<file path="src/rtl/capture_strobe_gen_pkg.sv">
// Shared types for the capture strobe generator:
// FSM state encoding and default counter width.
package capture_strobe_gen_pkg;

   localparam int CNT_W_DEF = 8;

   typedef enum logic [2:0] {
      S_IDLE,
      S_RST,
      S_START,
      S_CAP_HI,
      S_CAP_LO,
      S_DONE
   } state_e;

endpackage

</file>
<file path="src/rtl/capture_strobe_gen_if.sv">
// Trigger/config/strobe bundle between the initiator
// and the capture strobe generator.
interface capture_strobe_gen_if #(
   parameter int CNT_W = capture_strobe_gen_pkg::CNT_W_DEF
);

   logic             trig_i;
   logic             abort_i;
   logic [CNT_W-1:0] rst_width_i;
   logic [CNT_W-1:0] start_width_i;
   logic [CNT_W-1:0] cap_width_i;
   logic [CNT_W-1:0] cap_gap_i;
   logic [CNT_W-1:0] cap_count_i;
   logic             rst_capture_o;
   logic             start_o;
   logic             capture_o;
   logic             busy_o;
   logic             done_o;

   modport master (
      output trig_i, abort_i,
      output rst_width_i, start_width_i,
      output cap_width_i, cap_gap_i, cap_count_i,
      input  rst_capture_o, start_o, capture_o,
      input  busy_o, done_o
   );

   modport slave (
      input  trig_i, abort_i,
      input  rst_width_i, start_width_i,
      input  cap_width_i, cap_gap_i, cap_count_i,
      output rst_capture_o, start_o, capture_o,
      output busy_o, done_o
   );

endinterface

</file>
<file path="src/rtl/capture_strobe_gen_strobe_timer.sv">
// Loadable down-counter with optional zero-to-one clamp;
// expire_o flags the final counted cycle (count <= 1).
module capture_strobe_gen_strobe_timer #(
   parameter int CNT_W = 8,
   parameter bit CLAMP = 1'b1
) (
   input  logic             clk_i,
   input  logic             rst_an_i,
   input  logic             load_i,
   input  logic             dec_i,
   input  logic [CNT_W-1:0] val_i,
   output logic             expire_o
);

   logic [CNT_W-1:0] cnt_q;
   logic [CNT_W-1:0] cnt_d;

   always_comb begin
      cnt_d = cnt_q;
      if (load_i) begin
         if (CLAMP && (val_i == '0)) cnt_d = CNT_W'(1);
         else                        cnt_d = val_i;
      end else if (dec_i && (cnt_q != '0)) begin
         cnt_d = cnt_q - CNT_W'(1);
      end
   end

   always_ff @(posedge clk_i or negedge rst_an_i) begin
      if (!rst_an_i) cnt_q <= '0;
      else           cnt_q <= cnt_d;
   end

   assign expire_o = (cnt_q <= CNT_W'(1));

endmodule

</file>
<file path="src/rtl/capture_strobe_gen.sv">
// Timed rst_capture/start/capture level sequencer with
// registered outputs, abort and completion pulse.
module capture_strobe_gen
   import capture_strobe_gen_pkg::*;
#(
   parameter int CNT_W = CNT_W_DEF
) (
   input  logic                 clk_i,
   input  logic                 rst_an_i,
   capture_strobe_gen_if.slave  bus
);

   state_e           state_q, state_d;
   logic [CNT_W-1:0] start_w_q, start_w_d;
   logic [CNT_W-1:0] cap_w_q, cap_w_d;
   logic [CNT_W-1:0] gap_w_q, gap_w_d;
   logic             none_q, none_d;

   logic             ph_load, ph_dec, ph_exp;
   logic [CNT_W-1:0] ph_val;
   logic             pc_load, pc_dec, pc_last;

   logic rst_cap_q, start_q, cap_q, busy_q, done_q;

   capture_strobe_gen_strobe_timer #(
      .CNT_W (CNT_W),
      .CLAMP (1'b1)
   ) u_phase_timer (
      .clk_i    (clk_i),
      .rst_an_i (rst_an_i),
      .load_i   (ph_load),
      .dec_i    (ph_dec),
      .val_i    (ph_val),
      .expire_o (ph_exp)
   );

   // Pulse count is a true zero, so no clamp here.
   capture_strobe_gen_strobe_timer #(
      .CNT_W (CNT_W),
      .CLAMP (1'b0)
   ) u_pulse_timer (
      .clk_i    (clk_i),
      .rst_an_i (rst_an_i),
      .load_i   (pc_load),
      .dec_i    (pc_dec),
      .val_i    (bus.cap_count_i),
      .expire_o (pc_last)
   );

   always_comb begin
      state_d   = state_q;
      start_w_d = start_w_q;
      cap_w_d   = cap_w_q;
      gap_w_d   = gap_w_q;
      none_d    = none_q;
      ph_load   = 1'b0;
      ph_val    = cap_w_q;
      ph_dec    = (state_q != S_IDLE);
      pc_load   = 1'b0;
      pc_dec    = 1'b0;
      unique case (state_q)
         S_IDLE: begin
            if (bus.trig_i) begin
               state_d   = S_RST;
               ph_load   = 1'b1;
               ph_val    = bus.rst_width_i;
               pc_load   = 1'b1;
               start_w_d = bus.start_width_i;
               cap_w_d   = bus.cap_width_i;
               gap_w_d   = bus.cap_gap_i;
               none_d    = (bus.cap_count_i == '0);
            end
         end
         S_RST: begin
            if (ph_exp) begin
               state_d = S_START;
               ph_load = 1'b1;
               ph_val  = start_w_q;
            end
         end
         S_START: begin
            if (ph_exp) begin
               if (none_q) begin
                  state_d = S_DONE;
               end else begin
                  state_d = S_CAP_HI;
                  ph_load = 1'b1;
                  ph_val  = cap_w_q;
               end
            end
         end
         S_CAP_HI: begin
            if (ph_exp) begin
               if (pc_last) begin
                  state_d = S_DONE;
               end else begin
                  state_d = S_CAP_LO;
                  ph_load = 1'b1;
                  ph_val  = gap_w_q;
                  pc_dec  = 1'b1;
               end
            end
         end
         S_CAP_LO: begin
            if (ph_exp) begin
               state_d = S_CAP_HI;
               ph_load = 1'b1;
               ph_val  = cap_w_q;
            end
         end
         S_DONE:  state_d = S_IDLE;
         default: state_d = S_IDLE;
      endcase
      // Abort beats everything, including a trigger in IDLE.
      if (bus.abort_i) state_d = S_IDLE;
   end

   always_ff @(posedge clk_i or negedge rst_an_i) begin
      if (!rst_an_i) begin
         state_q   <= S_IDLE;
         start_w_q <= '0;
         cap_w_q   <= '0;
         gap_w_q   <= '0;
         none_q    <= 1'b0;
         rst_cap_q <= 1'b0;
         start_q   <= 1'b0;
         cap_q     <= 1'b0;
         busy_q    <= 1'b0;
         done_q    <= 1'b0;
      end else begin
         state_q   <= state_d;
         start_w_q <= start_w_d;
         cap_w_q   <= cap_w_d;
         gap_w_q   <= gap_w_d;
         none_q    <= none_d;
         rst_cap_q <= (state_d == S_RST);
         start_q   <= (state_d == S_START);
         cap_q     <= (state_d == S_CAP_HI);
         busy_q    <= (state_d != S_IDLE);
         done_q    <= (state_d == S_DONE);
      end
   end

   assign bus.rst_capture_o = rst_cap_q;
   assign bus.start_o       = start_q;
   assign bus.capture_o     = cap_q;
   assign bus.busy_o        = busy_q;
   assign bus.done_o        = done_q;

endmodule
</file>
<file path="src/flat_wrapper.sv">
// flat-port wrapper written by rule: the top's interface ports become plain ports
module capture_strobe_gen_flat import capture_strobe_gen_pkg::*;
#(
   parameter int CNT_W = CNT_W_DEF
)
  (clk_i, rst_an_i, bus_trig_i, bus_abort_i, bus_rst_width_i, bus_start_width_i, bus_cap_width_i, bus_cap_gap_i, bus_cap_count_i, bus_rst_capture_o, bus_start_o, bus_capture_o, bus_busy_o, bus_done_o);
  capture_strobe_gen_if #(.CNT_W(CNT_W)) bus_i ();
  input  logic clk_i;
  input  logic rst_an_i;
  input wire logic [$bits(bus_i.trig_i)-1:0] bus_trig_i;
  input wire logic [$bits(bus_i.abort_i)-1:0] bus_abort_i;
  input wire logic [$bits(bus_i.rst_width_i)-1:0] bus_rst_width_i;
  input wire logic [$bits(bus_i.start_width_i)-1:0] bus_start_width_i;
  input wire logic [$bits(bus_i.cap_width_i)-1:0] bus_cap_width_i;
  input wire logic [$bits(bus_i.cap_gap_i)-1:0] bus_cap_gap_i;
  input wire logic [$bits(bus_i.cap_count_i)-1:0] bus_cap_count_i;
  output wire logic [$bits(bus_i.rst_capture_o)-1:0] bus_rst_capture_o;
  output wire logic [$bits(bus_i.start_o)-1:0] bus_start_o;
  output wire logic [$bits(bus_i.capture_o)-1:0] bus_capture_o;
  output wire logic [$bits(bus_i.busy_o)-1:0] bus_busy_o;
  output wire logic [$bits(bus_i.done_o)-1:0] bus_done_o;
  assign bus_i.trig_i = bus_trig_i;
  assign bus_i.abort_i = bus_abort_i;
  assign bus_i.rst_width_i = bus_rst_width_i;
  assign bus_i.start_width_i = bus_start_width_i;
  assign bus_i.cap_width_i = bus_cap_width_i;
  assign bus_i.cap_gap_i = bus_cap_gap_i;
  assign bus_i.cap_count_i = bus_cap_count_i;
  assign bus_rst_capture_o = bus_i.rst_capture_o;
  assign bus_start_o = bus_i.start_o;
  assign bus_capture_o = bus_i.capture_o;
  assign bus_busy_o = bus_i.busy_o;
  assign bus_done_o = bus_i.done_o;
  capture_strobe_gen #(.CNT_W(CNT_W)) u_core (.clk_i(clk_i), .rst_an_i(rst_an_i), .bus(bus_i));
endmodule
</file>
<file path="config.mk">
export PLATFORM = sky130hd
export DESIGN_NAME = capture_strobe_gen_flat
export DESIGN_NICKNAME = d
export VERILOG_FILES = /design/src/rtl/capture_strobe_gen_pkg.sv /design/src/rtl/capture_strobe_gen_if.sv /design/src/rtl/capture_strobe_gen_strobe_timer.sv /design/src/rtl/capture_strobe_gen.sv /design/src/flat_wrapper.sv
export SDC_FILE = /design/constraint.sdc
export NUM_CORES = 1
export LEC_CHECK = 0
export CAP_MARGIN = 10
export CORE_UTILIZATION = 35
export CTS_CLUSTER_SIZE = 14
export DETAILED_ROUTE_END_ITERATION = 6
export PLACE_DENSITY = 0.54
export SYNTH_ARGS = -nofsm -noshare
export SYNTH_HDL_FRONTEND = slang
export SYNTH_SLANG_ARGS = --single-unit
</file>
<file path="constraint.sdc">
create_clock -name clk_i -period 3.05 [get_ports clk_i]
set_clock_uncertainty 0.05 [all_clocks]
set_input_delay 0.915 -clock clk_i [delete_from_list [all_inputs] [get_ports clk_i]]
set_output_delay 0.915 -clock clk_i [all_outputs]
set_load 0.05 [all_outputs]
</file>
==> results.ini, run 1 <==
[worst_setup_path]
end_kind=flop
rr_startpoint=u_core.u_phase_timer.cnt_q[0]
reg2reg_to=u_core.u_phase_timer.cnt_q[0]
required_ns=3.21
max_stage_delay_ns=0.53
cp.depth=8
criticalPathCategory=primary input to flop
worstPathCellList=clkdlybuf4s50_1 > nand2b_1 > a22oi_1 > nor2_1 > a221o_1 > a221o_1 > or4_1 > o41ai_2
r2r_slack_ns=0.33
crit_path_start_kind=primary input
path_buf_inv=1
reg2regPathDepth=8
startpoint=bus_trig_i
worst_ep_arrival_time_ns=3.02
crit_slowest_cell=or4_1
crit_family=compound AO/OA/AOI/OAI gates
critical_path.most_common_cell=a221o_1
crit_path_end=u_core.u_phase_timer.cnt_q[0]
cp_max_fo=3

[die]
initial_core_util=0.370
ioPinCount=49
die_w_um=90.5
core-area_um2=7410
die_h_um=90.5
design.die.area_um2=8190
fp-row-count=31

[placed_design]
hpwl_um=5100
portBuffers=48
gp_congestion=0.921
postPlaceCellArea_um2=3420

[status]
outcome=complete, no violations

[route]
wirelength_um=6740
num_vias=2397
drc_errors=0
drt-vias-per-instance=5.12
drt_iter0_markers=135
wire_per_inst_um=14.4
firstDrtPassIters=4
ant_nets=0

[clock_tree]
cts.sinks=49
insertion_delay_ns=0.30
max-clock-path-buffers=2
cts.root.buffer_cell=clkbuf_8
cts_made_buffers=5
htree_levels=2
cts_tree=yes
clk_pin_slew_ns=0.09
post-cts-setup-buffers=0

[power_and_ir_drop]
internal-power_mw=1.26
peakVddDrop_uv=228
p_clk_frac=0.265
powerDensity_nw_per_um2=524
p_sw_frac=0.318
p_seq_frac=0.475
leakage_nw=1.61
power_frac_comb=0.261
p_sw_mw=0.590

[timing]
max-slew-margin-rel=0.558
fin_tns_setup_ns=0
hold_violations=0
period_minus_slack_ns=2.86
timing.hold.ws_ns=0.441
setup-violations-final=0
rsz0062_at_grt=no
worst_pin_slew_ns=0.654
maxSlewViolCount=0
timing.fmax_mhz=350
fin_crit_sh=0.938

[global_route]
track_usage=0.176
grt_max_degree=50
grt.overflow.total=0
grt_pass1_wl_um=11600
antenna_found_initial=0
grt_pass1_vias=2315

[cells_and_area]
drive_gt1_frac=0.111
area_growth_pct=29.2
fin_nets=417
multi_input_area_um2=1440
stdcell_area_um2=3540
nFillCells=714
layout_commonest_cell=nand2_1
final_cell_mix=nand2_1 (93), dfrtp_1 (49), clkdlybuf4s50_1 (47), nor2_1 (30), buf_4 (17)
diodes=0
ff_latch_area_um2=1230

[logic_synthesis]
synth-edff-count=0
syn_nets=358
synthArstFlopShare=1.00
synth_cells=309
seq_area_frac_synth=0.447
syn_area_um2=2740
synth_flop_cell=dfrtp_1
yosysWarningCount=0
yosys.cell_types.count=51
avgSynthCellArea_um2=8.88
ys_seq_elements=49

[worst_hold_path]
hold_path_class=flop to flop

[run]
max_cap_violations=0

[kinds of logic after synthesis]
| family | after synthesis | share of synthesized area |
|---|---|---|
| multiplexers | 10 | 0.0379 |
| flip-flops | 49 | 0.447 |
| AND/OR/NAND/NOR | 155 | 0.252 |
| adder cells (fa/ha/maj) | 5 | 0.0228 |
| XOR/XNOR | 10 | 0.0319 |
| buffers and inverters | 20 | 0.0292 |
| AO/OA/AOI/OAI | 60 | 0.179 |
[layout make-up]
cell class | count | share of cell area
Clock buffer | 6 | 0.0233
Clock inverter | 2 | 0.0106
Inverter | 7 | 0.00742
Multi-Input combinational cell | 240 | 0.407
Sequential cell | 49 | 0.346
Tap cell | 99 | 0.0350
Timing Repair Buffer | 65 | 0.170
[synthesized netlist by cell type (4+ instances only)]
cell type,count,area share
a21oi_1,7,0.013
or3_1,4,0.0091
o21ai_0,5,0.0091
nand2_1,93,0.13
dfrtp_1,49,0.45
nor4_1,4,0.0091
clkbuf_1,10,0.014
xnor2_1,7,0.022
ha_1,5,0.023
mux2i_1,7,0.026
a22oi_1,7,0.019
nor2_1,30,0.041
inv_1,7,0.0096
a221o_1,9,0.033
[worst min path at each step]
stage                        start             endpoint  slack (ns)  depth (start not counted)
2_1_floorplan    u_core.gap_w_q[1]    u_core.gap_w_q[1]        0.39                          2
3_3_place_gp   u_core.start_w_q[0]  u_core.start_w_q[0]        0.42                          2
3_5_place_dp     u_core.gap_w_q[4]    u_core.gap_w_q[4]        0.42                          2
4_1_cts          u_core.gap_w_q[4]    u_core.gap_w_q[4]        0.44                          2
5_1_grt        u_core.start_w_q[1]  u_core.start_w_q[1]        0.48                          2
6_report       u_core.start_w_q[3]  u_core.start_w_q[3]        0.44                          2
[power by group through the flow]
stage / logic (mW) / registers, mW / clock network (mW)
final: 0.483 / 0.880 / 0.491
after global routing: 0.548 / 0.893 / 0.532
after CTS: 0.488 / 0.877 / 0.505
after detailed placement: 0.485 / 0.890 / 0
after global placement: 0.480 / 0.890 / 0
after floorplan: 0.320 / 0.865 / 0
[per-stage QoR]
| stage | setup slack [ns] | util | instances | power (mW) |
|---|---|---|---|---|
| finish | 0.190 | 0.478 | 468 | 1.85 |
| CTS | 0.0701 | 0.477 | 468 | 1.87 |
| floorplan | 0.282 | - | 309 | 1.19 |
| detailed placement | -0.247 | 0.461 | 460 | 1.38 |
| global placement | -0.236 | 0.461 | 460 | 1.37 |
| global route | 0.0232 | 0.478 | 468 | 1.97 |
[routing by layer]
metal	track usage	routed length, µm	part of all wire	vias up
li1	-	-	-	1202
met3	0.0320	212	0.031	3
met1	0.253	3400	0.50	1147
met5	0	0	0	-
met4	0.0511	18	0.0027	0
met2	0.268	3110	0.46	45
[registers in the layout, summed over array words and instances, names as in the netlist]
name                        count
u_core.bus.busy_o               1
u_core.bus.capture_o            1
u_core.bus.done_o               1
u_core.bus.rst_capture_o        1
u_core.bus.start_o              1
u_core.cap_w_q                  8
u_core.gap_w_q                  8
u_core.none_q                   1
u_core.start_w_q                8
u_core.state_q                  3
u_core.u_phase_timer.cnt_q      8
u_core.u_pulse_timer.cnt_q      8
[tightest hold or removal path, cell delays in order (launching register included)]
cell and delay (ns):
dfrtp_1 0.36, nand2_1 0.05, nand2_1 0.05
[timing repair]
item / in CTS / in global routing
hold buffers: 0 / 0
endpoints found under the setup margin: 0 / 1
resized for setup: 0 / 2
No activity file was read; power rests on OpenSTA's default activity.
==> run 2, diff against run 1 <==
==> constraint.sdc (replaced) <==
create_clock -name clk_i -period 3.15 [get_ports clk_i]
set_clock_uncertainty 0.05 [all_clocks]
set_input_delay 0.945 -clock clk_i [delete_from_list [all_inputs] [get_ports clk_i]]
set_output_delay 0.945 -clock clk_i [all_outputs]
set_load 0.05 [all_outputs]
==> run 2 against run 1 <==
Routed wire length decreased by 2.2%. Die area unchanged. Global-route usage shrank 0.35 points. Clock-buffer cell count shrank 1. Sequential share of layout area barely moved. Utilization is essentially flat. Combinational power shrank 4.6%. Critical path depth unchanged. First-iteration DRC count is 1.5% higher. Non-clock buffer count decreased by 3. Via count decreased by 2.3%. Sequential power down 3.0%. Critical endpoint unchanged.
==> results.ini, run 2 (synthesis results as in run 1) <==
[die]
fp-row-count=31
core-area_um2=7410
die_h_um=90.5
die_w_um=90.5
ioPinCount=49
initial_core_util=0.370
design.die.area_um2=8190

[timing]
period_minus_slack_ns=2.92
fin_tns_setup_ns=0
timing.hold.ws_ns=0.440
timing.fmax_mhz=342
hold_violations=0
worst_pin_slew_ns=0.732
fin_crit_sh=0.928
maxSlewViolCount=0
max-slew-margin-rel=0.505
setup-violations-final=0
rsz0062_at_grt=no

[clock_tree]
cts.sinks=49
ctsHoldBuffers=0
cts.root.buffer_cell=clkbuf_8
clk_pin_slew_ns=0.09
max-clock-path-buffers=2
insertion_delay_ns=0.30
cts_tree=yes
cts_resized=0
cts_made_buffers=5
htree_levels=2
post-cts-setup-buffers=0

[route]
ant_nets=0
drc_errors=0
drt-vias-per-instance=5.03
wire_per_inst_um=14.2
firstDrtPassIters=4
drt_iter0_markers=137
wirelength_um=6600
num_vias=2341

[worst_setup_path]
worstPathCellList=clkdlybuf4s50_1 > nor3b_1 > a22oi_1 > nor2_1 > a221o_1 > a221o_1 > or4_1 > o41ai_2
r2r_slack_ns=0.48
required_ns=3.31
critical_path.most_common_cell=a221o_1
reg2reg_to=u_core.u_phase_timer.cnt_q[5]
crit_path_end=u_core.u_phase_timer.cnt_q[0]
criticalPathCategory=primary input to flop
end_kind=flop
crit_path_start_kind=primary input
max_stage_delay_ns=0.54
crit_slowest_cell=or4_1
rr_startpoint=u_core.state_q[0]
worst_ep_arrival_time_ns=3.08
startpoint=bus_trig_i
cp_max_fo=3
reg2regPathDepth=6

[power_and_ir_drop]
powerDensity_nw_per_um2=522
p_sw_mw=0.571
peakVddDrop_uv=236
power_frac_comb=0.249
p_sw_frac=0.309
p_clk_frac=0.289
internal-power_mw=1.28
power_mw=1.85
p_seq_frac=0.462
leakage_nw=1.61

[worst_hold_path]
hold_path_class=flop to flop

[cells_and_area]
fin_nets=414
diodes=0
nFillCells=729
layout_commonest_cell=nand2_1
drive_gt1_frac=0.101
area_growth_pct=29.1
final_cell_mix=nand2_1 (93), dfrtp_1 (49), clkdlybuf4s50_1 (47), nor2_1 (30), buf_4 (13)

[placed_design]
hpwl_um=5100
portBuffers=48
gp_congestion=0.911

[status]
outcome=complete, no violations

[global_route]
grt_pass1_vias=2320
grt.overflow.total=0
grt_pass1_wl_um=11300
antenna_found_initial=0
track_usage=0.172
grt_max_degree=26

[run]
max_cap_violations=0

run 2: metal layers:
layer / share of wire / global-route usage
met1: 0.52 / 0.253
met2: 0.44 / 0.258
met3: 0.029 / 0.0311
met4: 0.012 / 0.0444
met5: 0 / 0
run 2: layout make-up:
| class | instances | area [µm²] | area share |
|---|---|---|---|
| multi-input cells | 240 | 1440 | 0.406 |
| inverters | 7 | 26.3 | 0.00742 |
| repair buffers | 62 | 593 | 0.168 |
| well taps | 99 | 124 | 0.0350 |
| clock inverters | 3 | 65.1 | 0.0184 |
| clock buffers | 5 | 68.8 | 0.0194 |
| flip-flops and latches | 49 | 1230 | 0.346 |
run 2: worst min path at each step:
stage | start | endpoint | slack [ns] | depth (start not counted)
finish | u_core.gap_w_q[7] | u_core.gap_w_q[7] | 0.44 | 2
global route | u_core.gap_w_q[7] | u_core.gap_w_q[7] | 0.47 | 2
CTS | u_core.gap_w_q[4] | u_core.gap_w_q[4] | 0.45 | 2
detailed placement | u_core.gap_w_q[4] | u_core.gap_w_q[4] | 0.42 | 2
global placement | u_core.gap_w_q[7] | u_core.gap_w_q[7] | 0.42 | 2
floorplan | u_core.gap_w_q[1] | u_core.gap_w_q[1] | 0.39 | 2
run 2: worst max-delay path: cells and delay by family:
| kind | cells | cell delay (ns) |
|---|---|---|
| simple gates | 3 | 0.78 |
| compound gates | 4 | 0.89 |
| buf+inv | 1 | 0.46 |
run 2: power by group through the flow:
stage | Combinational, mW | Sequential (mW) | Clock [mW]
4_1_cts | 0.468 | 0.853 | 0.546
3_3_place_gp | 0.460 | 0.865 | 0
3_5_place_dp | 0.465 | 0.866 | 0
2_1_floorplan | 0.310 | 0.837 | 0
5_1_grt | 0.524 | 0.869 | 0.563
6_report | 0.461 | 0.854 | 0.534
run 2: metrics by stage:
| stage | cell area [µm²] | setup WS (ns) | utilization | std cells |
|---|---|---|---|---|
| 3_5_place_dp | 3410 | -0.201 | 0.460 | 457 |
| 5_1_grt | 3540 | 0.109 | 0.478 | 465 |
| 6_report | 3540 | 0.227 | 0.478 | 465 |
| 2_1_floorplan | 2740 | 0.352 | - | 309 |
| 3_3_place_gp | 3410 | -0.189 | 0.460 | 457 |
| 4_1_cts | 3540 | 0.116 | 0.478 | 465 |
==> run 3, diff against run 2 <==
--- a/config.mk
+++ b/config.mk
@@ -9,6 +9,7 @@
 export CORE_UTILIZATION = 35
 export CTS_CLUSTER_SIZE = 14
 export DETAILED_ROUTE_END_ITERATION = 6
+export HOLD_SLACK_MARGIN = 0.05
 export PLACE_DENSITY = 0.54
 export SYNTH_ARGS = -nofsm -noshare
 export SYNTH_HDL_FRONTEND = slang
==> results of run 3 <==
The final DEF is identical to that of run 2; final timing and power are the same.
